===== config.mk =====
export PLATFORM = sky130hd
export DESIGN_NAME = util_startup_spi_flat
export DESIGN_NICKNAME = d
export VERILOG_FILES = /design/src/rtl/util_startup_spi_if.sv /design/src/rtl/util_startup_spi.sv /design/src/flat_wrapper.sv
export SDC_FILE = /design/constraint.sdc
export NUM_CORES = 1
export LEC_CHECK = 0
export ABC_CLOCK_PERIOD_IN_PS = 3900
export CORE_MARGIN = 3
export CORE_UTILIZATION = 40
export CTS_BUF_LIST = sky130_fd_sc_hd__clkbuf_4
export DETAILED_ROUTE_END_ITERATION = 10
export PLACE_DENSITY = 0.65
export SYNTH_ARGS = -nofsm -noshare
export SYNTH_HDL_FRONTEND = slang
export SYNTH_SLANG_ARGS = --single-unit

===== constraint.sdc =====
create_clock -name clk -period 3.9 [get_ports clk]
set_input_delay 0.78 -clock clk [delete_from_list [all_inputs] [get_ports clk]]
set_output_delay 0.78 -clock clk [all_outputs]
set_load 0.02 [all_outputs]

===== src/rtl/util_startup_spi_if.sv =====
// Request and read-data stream channels of the STARTUP SPI flash reader.
// master = requester/consumer, slave = flash controller.
interface util_startup_spi_if #(
  parameter int LEN_WIDTH = 16
);
  logic                 req_valid;
  logic                 req_ready;
  logic [23:0]          req_addr;
  logic [LEN_WIDTH-1:0] req_len;
  logic [7:0]           m_data;
  logic                 m_valid;
  logic                 m_ready;

  modport master (
    output req_valid, req_addr, req_len, m_ready,
    input  req_ready, m_data, m_valid
  );

  modport slave (
    input  req_valid, req_addr, req_len, m_ready,
    output req_ready, m_data, m_valid
  );
endinterface


===== src/rtl/util_startup_spi.sv =====
// Single-lane (mode 0) SPI flash read controller on the STARTUP user pins:
// waits for EOS, primes the flash, then serves 0x03 reads as a byte stream.
module util_startup_spi #(
  parameter int C_CLK_DIV    = 2,
  parameter int C_LEN_WIDTH  = 16,
  parameter int C_PRIME_CLKS = 3,
  parameter int C_CS_HIGH    = 4
) (
  input  logic                clk,
  input  logic                rst_n,
  input  logic                eos,
  util_startup_spi_if.slave   bus,
  output logic                busy,
  output logic                usrcclko,
  output logic                usrcclkts,
  output logic                fcsbo,
  output logic                fcsbts,
  output logic [3:0]          dout,   // STARTUP DO pins ("do" is a reserved word)
  output logic [3:0]          dts,
  input  logic [3:0]          di
);

  localparam int DW = (C_CLK_DIV > 1)    ? $clog2(C_CLK_DIV)    : 1;
  localparam int PW = (C_PRIME_CLKS > 1) ? $clog2(C_PRIME_CLKS) : 1;
  localparam int CW = (C_CS_HIGH > 1)    ? $clog2(C_CS_HIGH)    : 1;

  typedef enum logic [2:0] {
    WAIT_EOS, PRIME, IDLE, CMD, ADDR, DATA, STALL, DESEL
  } state_t;

  state_t                 state_reg;
  logic [1:0]             eos_sync_reg;
  logic [DW-1:0]          div_cnt_reg;
  logic                   sck_reg;
  logic                   cs_n_reg;
  logic                   mosi_reg;
  logic [31:0]            sr_reg;
  logic [4:0]             bit_cnt_reg;
  logic [PW-1:0]          prime_cnt_reg;
  logic [CW-1:0]          cs_cnt_reg;
  logic [C_LEN_WIDTH-1:0] len_reg;
  logic [6:0]             rx_reg;
  logic [7:0]             m_data_reg;
  logic                   m_valid_reg;

  logic sck_run, tick, rise, fall, accept;
  logic di_unused;

  assign sck_run = (state_reg == PRIME) || (state_reg == CMD) ||
                   (state_reg == ADDR)  || (state_reg == DATA);
  assign tick    = sck_run && (div_cnt_reg == DW'(C_CLK_DIV - 1));
  assign rise    = tick && !sck_reg;
  assign fall    = tick && sck_reg;
  assign accept  = bus.req_valid && bus.req_ready;

  // A new request waits for any byte still pending from the previous one.
  assign bus.req_ready = (state_reg == IDLE) && !m_valid_reg;
  assign bus.m_data    = m_data_reg;
  assign bus.m_valid   = m_valid_reg;
  assign busy          = (state_reg != IDLE);

  // DQ0 = MOSI, DQ1 = MISO (hi-Z), DQ2 = WP#, DQ3 = HOLD#
  assign usrcclko  = sck_reg;
  assign usrcclkts = 1'b0;
  assign fcsbo     = cs_n_reg;
  assign fcsbts    = 1'b0;
  assign dout      = {2'b11, 1'b0, mosi_reg};
  assign dts       = 4'b0010;
  assign di_unused = ^{di[3:2], di[0]};

  always_ff @(posedge clk or negedge rst_n) begin
    if (!rst_n) begin
      state_reg     <= WAIT_EOS;
      eos_sync_reg  <= 2'b00;
      div_cnt_reg   <= '0;
      sck_reg       <= 1'b0;
      cs_n_reg      <= 1'b1;
      mosi_reg      <= 1'b0;
      sr_reg        <= '0;
      bit_cnt_reg   <= '0;
      prime_cnt_reg <= '0;
      cs_cnt_reg    <= '0;
      len_reg       <= '0;
      rx_reg        <= '0;
      m_data_reg    <= '0;
      m_valid_reg   <= 1'b0;
    end else begin
      eos_sync_reg <= {eos_sync_reg[0], eos};

      // SCK divider; held at zero with SCK low whenever the clock is stopped
      if (sck_run) begin
        if (tick) begin
          div_cnt_reg <= '0;
          sck_reg     <= ~sck_reg;
        end else begin
          div_cnt_reg <= div_cnt_reg + DW'(1);
        end
      end else begin
        div_cnt_reg <= '0;
        sck_reg     <= 1'b0;
      end

      if (m_valid_reg && bus.m_ready) begin
        m_valid_reg <= 1'b0;
      end

      case (state_reg)
        WAIT_EOS: begin
          if (eos_sync_reg[1]) begin
            prime_cnt_reg <= '0;
            state_reg     <= PRIME;
          end
        end
        PRIME: begin
          if (fall) begin
            prime_cnt_reg <= prime_cnt_reg + PW'(1);
            if (prime_cnt_reg == PW'(C_PRIME_CLKS - 1)) begin
              state_reg <= IDLE;
            end
          end
        end
        IDLE: begin
          if (accept && (bus.req_len != '0)) begin
            sr_reg      <= {8'h03, bus.req_addr};
            mosi_reg    <= 1'b0;  // MSB of the 0x03 opcode
            len_reg     <= bus.req_len;
            bit_cnt_reg <= '0;
            cs_n_reg    <= 1'b0;
            state_reg   <= CMD;
          end
        end
        CMD, ADDR: begin
          if (fall) begin
            sr_reg   <= {sr_reg[30:0], 1'b0};
            mosi_reg <= sr_reg[30];
            if ((state_reg == CMD) && (bit_cnt_reg == 5'd7)) begin
              bit_cnt_reg <= '0;
              state_reg   <= ADDR;
            end else if ((state_reg == ADDR) && (bit_cnt_reg == 5'd23)) begin
              bit_cnt_reg <= '0;
              state_reg   <= DATA;
            end else begin
              bit_cnt_reg <= bit_cnt_reg + 5'd1;
            end
          end
        end
        DATA: begin
          if (rise) begin
            rx_reg <= {rx_reg[5:0], di[1]};
            if (bit_cnt_reg == 5'd7) begin
              m_data_reg  <= {rx_reg, di[1]};
              m_valid_reg <= 1'b1;
            end
          end
          if (fall) begin
            if (bit_cnt_reg == 5'd7) begin
              bit_cnt_reg <= '0;
              len_reg     <= len_reg - C_LEN_WIDTH'(1);
              if (len_reg == C_LEN_WIDTH'(1)) begin
                cs_n_reg   <= 1'b1;
                cs_cnt_reg <= '0;
                state_reg  <= DESEL;
              end else if (m_valid_reg && !bus.m_ready) begin
                // next byte would have nowhere to go: park between bytes
                state_reg <= STALL;
              end
            end else begin
              bit_cnt_reg <= bit_cnt_reg + 5'd1;
            end
          end
        end
        STALL: begin
          if (!m_valid_reg || bus.m_ready) begin
            state_reg <= DATA;
          end
        end
        DESEL: begin
          if (cs_cnt_reg == CW'(C_CS_HIGH - 1)) begin
            state_reg <= IDLE;
          end else begin
            cs_cnt_reg <= cs_cnt_reg + CW'(1);
          end
        end
        default: state_reg <= WAIT_EOS;
      endcase
    end
  end

endmodule


===== src/flat_wrapper.sv =====
// flat-port wrapper written by rule: the top's interface ports become plain ports
module util_startup_spi_flat 
#(
  parameter int C_CLK_DIV    = 2,
  parameter int C_LEN_WIDTH  = 16,
  parameter int C_PRIME_CLKS = 3,
  parameter int C_CS_HIGH    = 4
)
  (clk, rst_n, eos, busy, usrcclko, usrcclkts, fcsbo, fcsbts, dout, dts, di, bus_req_valid, bus_req_addr, bus_req_len, bus_m_ready, bus_req_ready, bus_m_data, bus_m_valid);
  util_startup_spi_if #(.LEN_WIDTH(16)) bus_i ();
  input  logic clk;
  input  logic rst_n;
  input  logic eos;
  output logic busy;
  output logic usrcclko;
  output logic usrcclkts;
  output logic fcsbo;
  output logic fcsbts;
  output logic [3:0] dout;
  output logic [3:0] dts;
  input  logic [3:0] di;
  input wire logic [$bits(bus_i.req_valid)-1:0] bus_req_valid;
  input wire logic [$bits(bus_i.req_addr)-1:0] bus_req_addr;
  input wire logic [$bits(bus_i.req_len)-1:0] bus_req_len;
  input wire logic [$bits(bus_i.m_ready)-1:0] bus_m_ready;
  output wire logic [$bits(bus_i.req_ready)-1:0] bus_req_ready;
  output wire logic [$bits(bus_i.m_data)-1:0] bus_m_data;
  output wire logic [$bits(bus_i.m_valid)-1:0] bus_m_valid;
  assign bus_i.req_valid = bus_req_valid;
  assign bus_i.req_addr = bus_req_addr;
  assign bus_i.req_len = bus_req_len;
  assign bus_i.m_ready = bus_m_ready;
  assign bus_req_ready = bus_i.req_ready;
  assign bus_m_data = bus_i.m_data;
  assign bus_m_valid = bus_i.m_valid;
  util_startup_spi #(.C_CLK_DIV(C_CLK_DIV), .C_LEN_WIDTH(C_LEN_WIDTH), .C_PRIME_CLKS(C_PRIME_CLKS), .C_CS_HIGH(C_CS_HIGH)) u_core (.clk(clk), .rst_n(rst_n), .eos(eos), .bus(bus_i), .busy(busy), .usrcclko(usrcclko), .usrcclkts(usrcclkts), .fcsbo(fcsbo), .fcsbts(fcsbts), .dout(dout), .dts(dts), .di(di));
endmodule

# Word level (Yosys, flattened, before mapping)
# Index checks and enable logic that the tools add are counted.
word_totals:
  ff_bits: 81
  elab_cells: 132
classes:
  add_sub_neg: 5
  eq_ne: 27
  n_mux: 51
  bitwise_logic: 1
  reduce_logical: 34
op_table:
  columns: ["operator", "count"]
  rows:
  - ["2-to-1 mux 31 bit", 2]
  - ["one-hot mux 31 bit (2 select lines)", 1]
  - ["2-to-1 mux 16 bit", 3]
  - ["2-to-1 mux 3 bit", 13]
  - ["one-hot mux 16 bit (2 select lines)", 1]
  - ["2-to-1 mux 5 bit", 6]
  - ["one-hot mux 3 bit (7 select lines)", 1]
  - ["== test 16 x 1 -> 1 bit, second input constant", 1]
  - ["nonzero test 16 bit", 1]
  - ["subtractor 16 x 1 -> 16 bit, second input constant", 1]
  - ["one-hot mux 5 bit (3 select lines)", 1]
  - ["2-to-1 mux 1 bit", 13]
  - ["== test 3 bit, second input constant", 4]
  - ["2-to-1 mux 2 bit", 6]
  - ["!= test 2 x 1 -> 1 bit, second input constant", 6]
  - ["!= test 2 bit, second input constant", 6]
  - ["AND reduction 11 bit", 1]
  - ["logical AND 1 bit", 10]
  - ["AND reduction 5 bit", 2]
  - ["AND reduction 3 bit", 3]
  - ["one-hot mux 2 bit (2 select lines)", 2]
  - ["AND reduction 4 bit", 2]
  - ["nonzero test 2 bit", 4]
  - ["== test 3 x 2 -> 1 bit, second input constant", 2]
  - ["18 further kinds", 26]

# Longest topological paths before layout
logic_depth:
  word_depth: 8
  ltp_mapped: 7
  ltp_nobuf: 7

# Least setup slack after synthesis
# OpenSTA, ideal clock, no wires.
synth_timing:
  path_type: "in2reg"
  from: "input port bus_req_len[3]"
  to: "register u_core.mosi_reg"
  setup_ps: 83
  arrival_time_ps: 2133
  required_ps: 3817
  slack_ps: 1683
  stages: 6
  path_buffers: 1
  cell_sequence: "nor4_1 a41oi_2 a22oi_2 clkbuf_1 nand2_1 o21ai_0"
synth_via:
  elab_chain_cells: 4
synth_lines:
  columns: ["element", "line_no", "rtl"]
  rows:
  - ["start: declaration", "flat_wrapper.sv:24", "input wire logic [$bits(bus_i.req_len)-1:0] bus_req_len;"]
  - ["nonzero test 16 bit", "util_startup_spi.sv:123", "if (accept && (bus.req_len != '0)) begin"]
  - ["logical AND 1 bit", "util_startup_spi.sv:123", null]
  - ["!= test 2 bit (no source line)", null, null]
  - ["AND reduction 3 bit (no source line)", null, null]
  - ["end signal: assignment", "util_startup_spi.sv:135", "mosi_reg <= sr_reg[30];"]
  - ["end: declaration", "util_startup_spi.sv:36", "logic mosi_reg;"]
# Every way passes these cells.
# A chain may end at the register's enable or synchronous reset.

# Worst setup path in the final report
layout_timing:
  from: "register u_core.state_reg[2]"
  to: "output port bus_req_ready"
layout_via:
  elab_chain_cells: 2
layout_lines:
  columns: ["element", "line_no", "rtl"]
  rows:
  - ["start: declaration", "util_startup_spi.sv:31", "state_t state_reg;"]
  - ["start signal: assignment", "util_startup_spi.sv:73", "state_reg <= WAIT_EOS;"]
  - ["start signal: assignment", "util_startup_spi.sv:111", "state_reg <= PRIME;"]
  - ["start signal: assignment", "util_startup_spi.sv:118", "state_reg <= IDLE;"]
  - ["== test 3 x 2 -> 1 bit", "util_startup_spi.sv:57", "assign bus.req_ready = (state_reg == IDLE) && !m_valid_reg;"]
  - ["logical AND 1 bit", "util_startup_spi.sv:57", null]
  - ["end: declaration", "flat_wrapper.sv:26", "output wire logic [$bits(bus_i.req_ready)-1:0] bus_req_ready;"]
# Every way passes these cells.

==> flow_metrics.tcl <==
set metrics [dict create \
    outcome "finished, final reports clean" \
    antennaDiodeCount 0 \
    post_cts_buffers 0 \
    htree_num_levels 3 \
    synth_flop_cell "dfrtp_1" \
    core_mm2 0.01037 \
    setup.worst_path.end_class "primary output" \
    skew_ns 0.01912 \
    synthXorXnorAreaFrac_pct 0.6160 \
    drt_first_pass_iters 4 \
    grt_pass1_wl_um 15650 \
    final_area_mm2 0.004986 \
    synth.distinct_cells 62 \
    ys_seq_elements 81 \
    crit_arrival_ns 2.53 \
    hold_violations 0 \
    drc 0 \
    tns_ns 0 \
    ys_seq_area_share_pct 47.55 \
    slew-limit-headroom_pct 24.62 \
    clockBufferDepth 2 \
    numCtsBuffers 9 \
    synth_top_family_by_area "compound AO/OA/AOI/OAI gates" \
    cts-root-buf "clkbuf_4" \
    io_buffer_count 59 \
    final_nets 546 \
    min_period_ns 3.308 \
    cts_tree "done" \
    hpwl_um 6381 \
    track_usage_pct 16.42 \
    die_area_mm2 0.01194 \
    drtIter0Drc 197 \
    hp-class "register to register" \
    grt-ovfl-total 0 \
    synth_area_leader_cell "dfrtp_1" \
    wl_per_cell_um 14.51 \
    ant_nets 0 \
    avgSynthCellArea_um2 9.607 \
    start_kind "register" \
    cts-resized-gates 0 \
    synthAdderAreaFrac_pct 1.760 \
    gp_congestion 0.9371 \
    grt_pass1_vias 3241 \
    synth_top_cells_by_area "dfrtp_1 (47%), o21ai_0 (6.5%), nand2_1 (6.0%)" \
    synth_area_mm2 0.004265 \
    viasPerCell 5.381 \
    worstPathRequired_ns 3.12 \
    synthArstFlopShare_pct 100.0 \
    power_density_mw_per_mm2 627.6 \
    cts.reportedPaths.clkPinSlew_ns 0.14 \
    routed_wl_um 9170 \
    start_util_pct 41.13 \
    finalCritPeriodShare_pct 84.82 \
    clock.fmax_ghz 0.3023 \
    area_growth_pct 16.90 \
    cts_sinks 81 \
    setup_viol 0 \
    ios 72 \
    worstSetupPathType "register to primary output" \
    rsz0062_at_grt "no" \
    synthCells 444 \
    clk_latency_ns 0.43 \
    report.final.slew_viol_count 0 \
    largest_reg_flops 31 \
    antenna_found_initial 0 \
    cts-hold-fix-buffers 0 \
    yosysWarnings 0 \
    dpl_cell_area_mm2 0.004865 \
    yosysTopAreaCellShare_pct 46.93 \
    layout-drive-gt1-share_pct 10.28 \
    synth_mux_area_share_pct 9.886 \
    grt_max_degree 77 \
    cp_max_fo 16 \
    num_vias 3401 \
    tightest_slew_ns 1.131 \
    maxCapViolCount 0 \
    synth_edf_count 0 \
    die_h_um 109.3 \
    num_rows 37 \
    final_common_cell "dfrtp_1" \
    final_cell_mix "dfrtp_1 (80), nand2_1 (68), clkdlybuf4s50_1 (58)" \
    p_leak_nw 2.169 \
    power_mw 3.129 \
    die_w_um 109.3 \
    synth_compound_area_share_pct 17.60 \
    synthSimpleGateAreaFrac_pct 16.31 \
    ir_drop_mv 0.3742 \
]
[worst paths after layout]
kind | start | endpoint | slack [ns] | depth (start not counted)
max in group asynchronous | rst_n | u_core.len_reg[1] | 2.75 | 2
min in group asynchronous | rst_n | u_core.len_reg[7] | 0.46 | 1
min | u_core.eos_sync_reg[0] | u_core.eos_sync_reg[1] | 0.36 | 0
min reg2reg | u_core.eos_sync_reg[0] | u_core.eos_sync_reg[1] | 0.36 | 0
max | u_core.state_reg[2] | bus_req_ready | 0.59 | 5
max reg2reg | u_core.state_reg[0] | u_core.bus.m_data[3] | 1.08 | 4
[synthesized netlist by cell type (6+ instances only)]
library cell / n
nand2_1: 68
nor4_1: 7
nor2_1: 21
clkbuf_1: 13
o22ai_1: 6
inv_1: 13
mux2i_1: 23
nand3_1: 8
ha_1: 6
buf_4: 11
o21ai_0: 55
dfrtp_1: 80
mux2_2: 17
a21oi_1: 27
nor3_1: 6
[routing by layer]
| metal | up-vias | track usage [%] | wire length (µm) |
|---|---|---|---|
| li1 | 1675 | - | - |
| met4 | 0 | 5.432 | 127 |
| met5 | - | 0 | 0 |
| met3 | 10 | 3.138 | 594 |
| met1 | 1613 | 21.84 | 4200 |
| met2 | 103 | 26.97 | 4248 |
[metrics by stage]
step	worst slack [ns]	utilization [%]	instances	hold slack, ns
6_report	0.5922	48.08	632	0.3626
5_1_grt	0.4205	48.08	632	0.3787
4_1_cts	0.5786	48.08	632	0.3664
3_5_place_dp	0.7547	46.91	616	0.3364
3_3_place_gp	0.7872	46.91	616	0.3366
2_1_floorplan	1.683	-	451	0.3312
[logic make-up after synthesis]
kind of cell	Yosys count
simple gates	142
compound gates	123
flops	81
buf+inv	47
mux	40
fa+ha+maj	6
xor+xnor	3
other cells	2
[area by class of cell]
type | count | area, µm²
fill | 1005 | 5384
timing repair buffer | 62 | 610.6
multi-input combinational | 323 | 2003
clock buffer | 9 | 67.56
tap | 136 | 170.2
sequential | 81 | 2028
inverter | 14 | 52.55
clock inverter | 7 | 53.80
[report_power, final]
group          switching [mW]  internal [mW]  total (mW)  leakage (nW)
registers               0.286           1.11        1.40          1.03
logic                   0.717          0.558        1.28          1.08
clock network           0.320          0.137       0.457        0.0610
[critical path: stages, from the launching register on]
cell and delay [ns]:
dfrtp_1 0.58, nand2b_1 0.26, nor2_1 0.36, inv_2 0.18
nor2_1 0.12, clkdlybuf4s50_1 0.60
(Power assumes the default switching activity.)
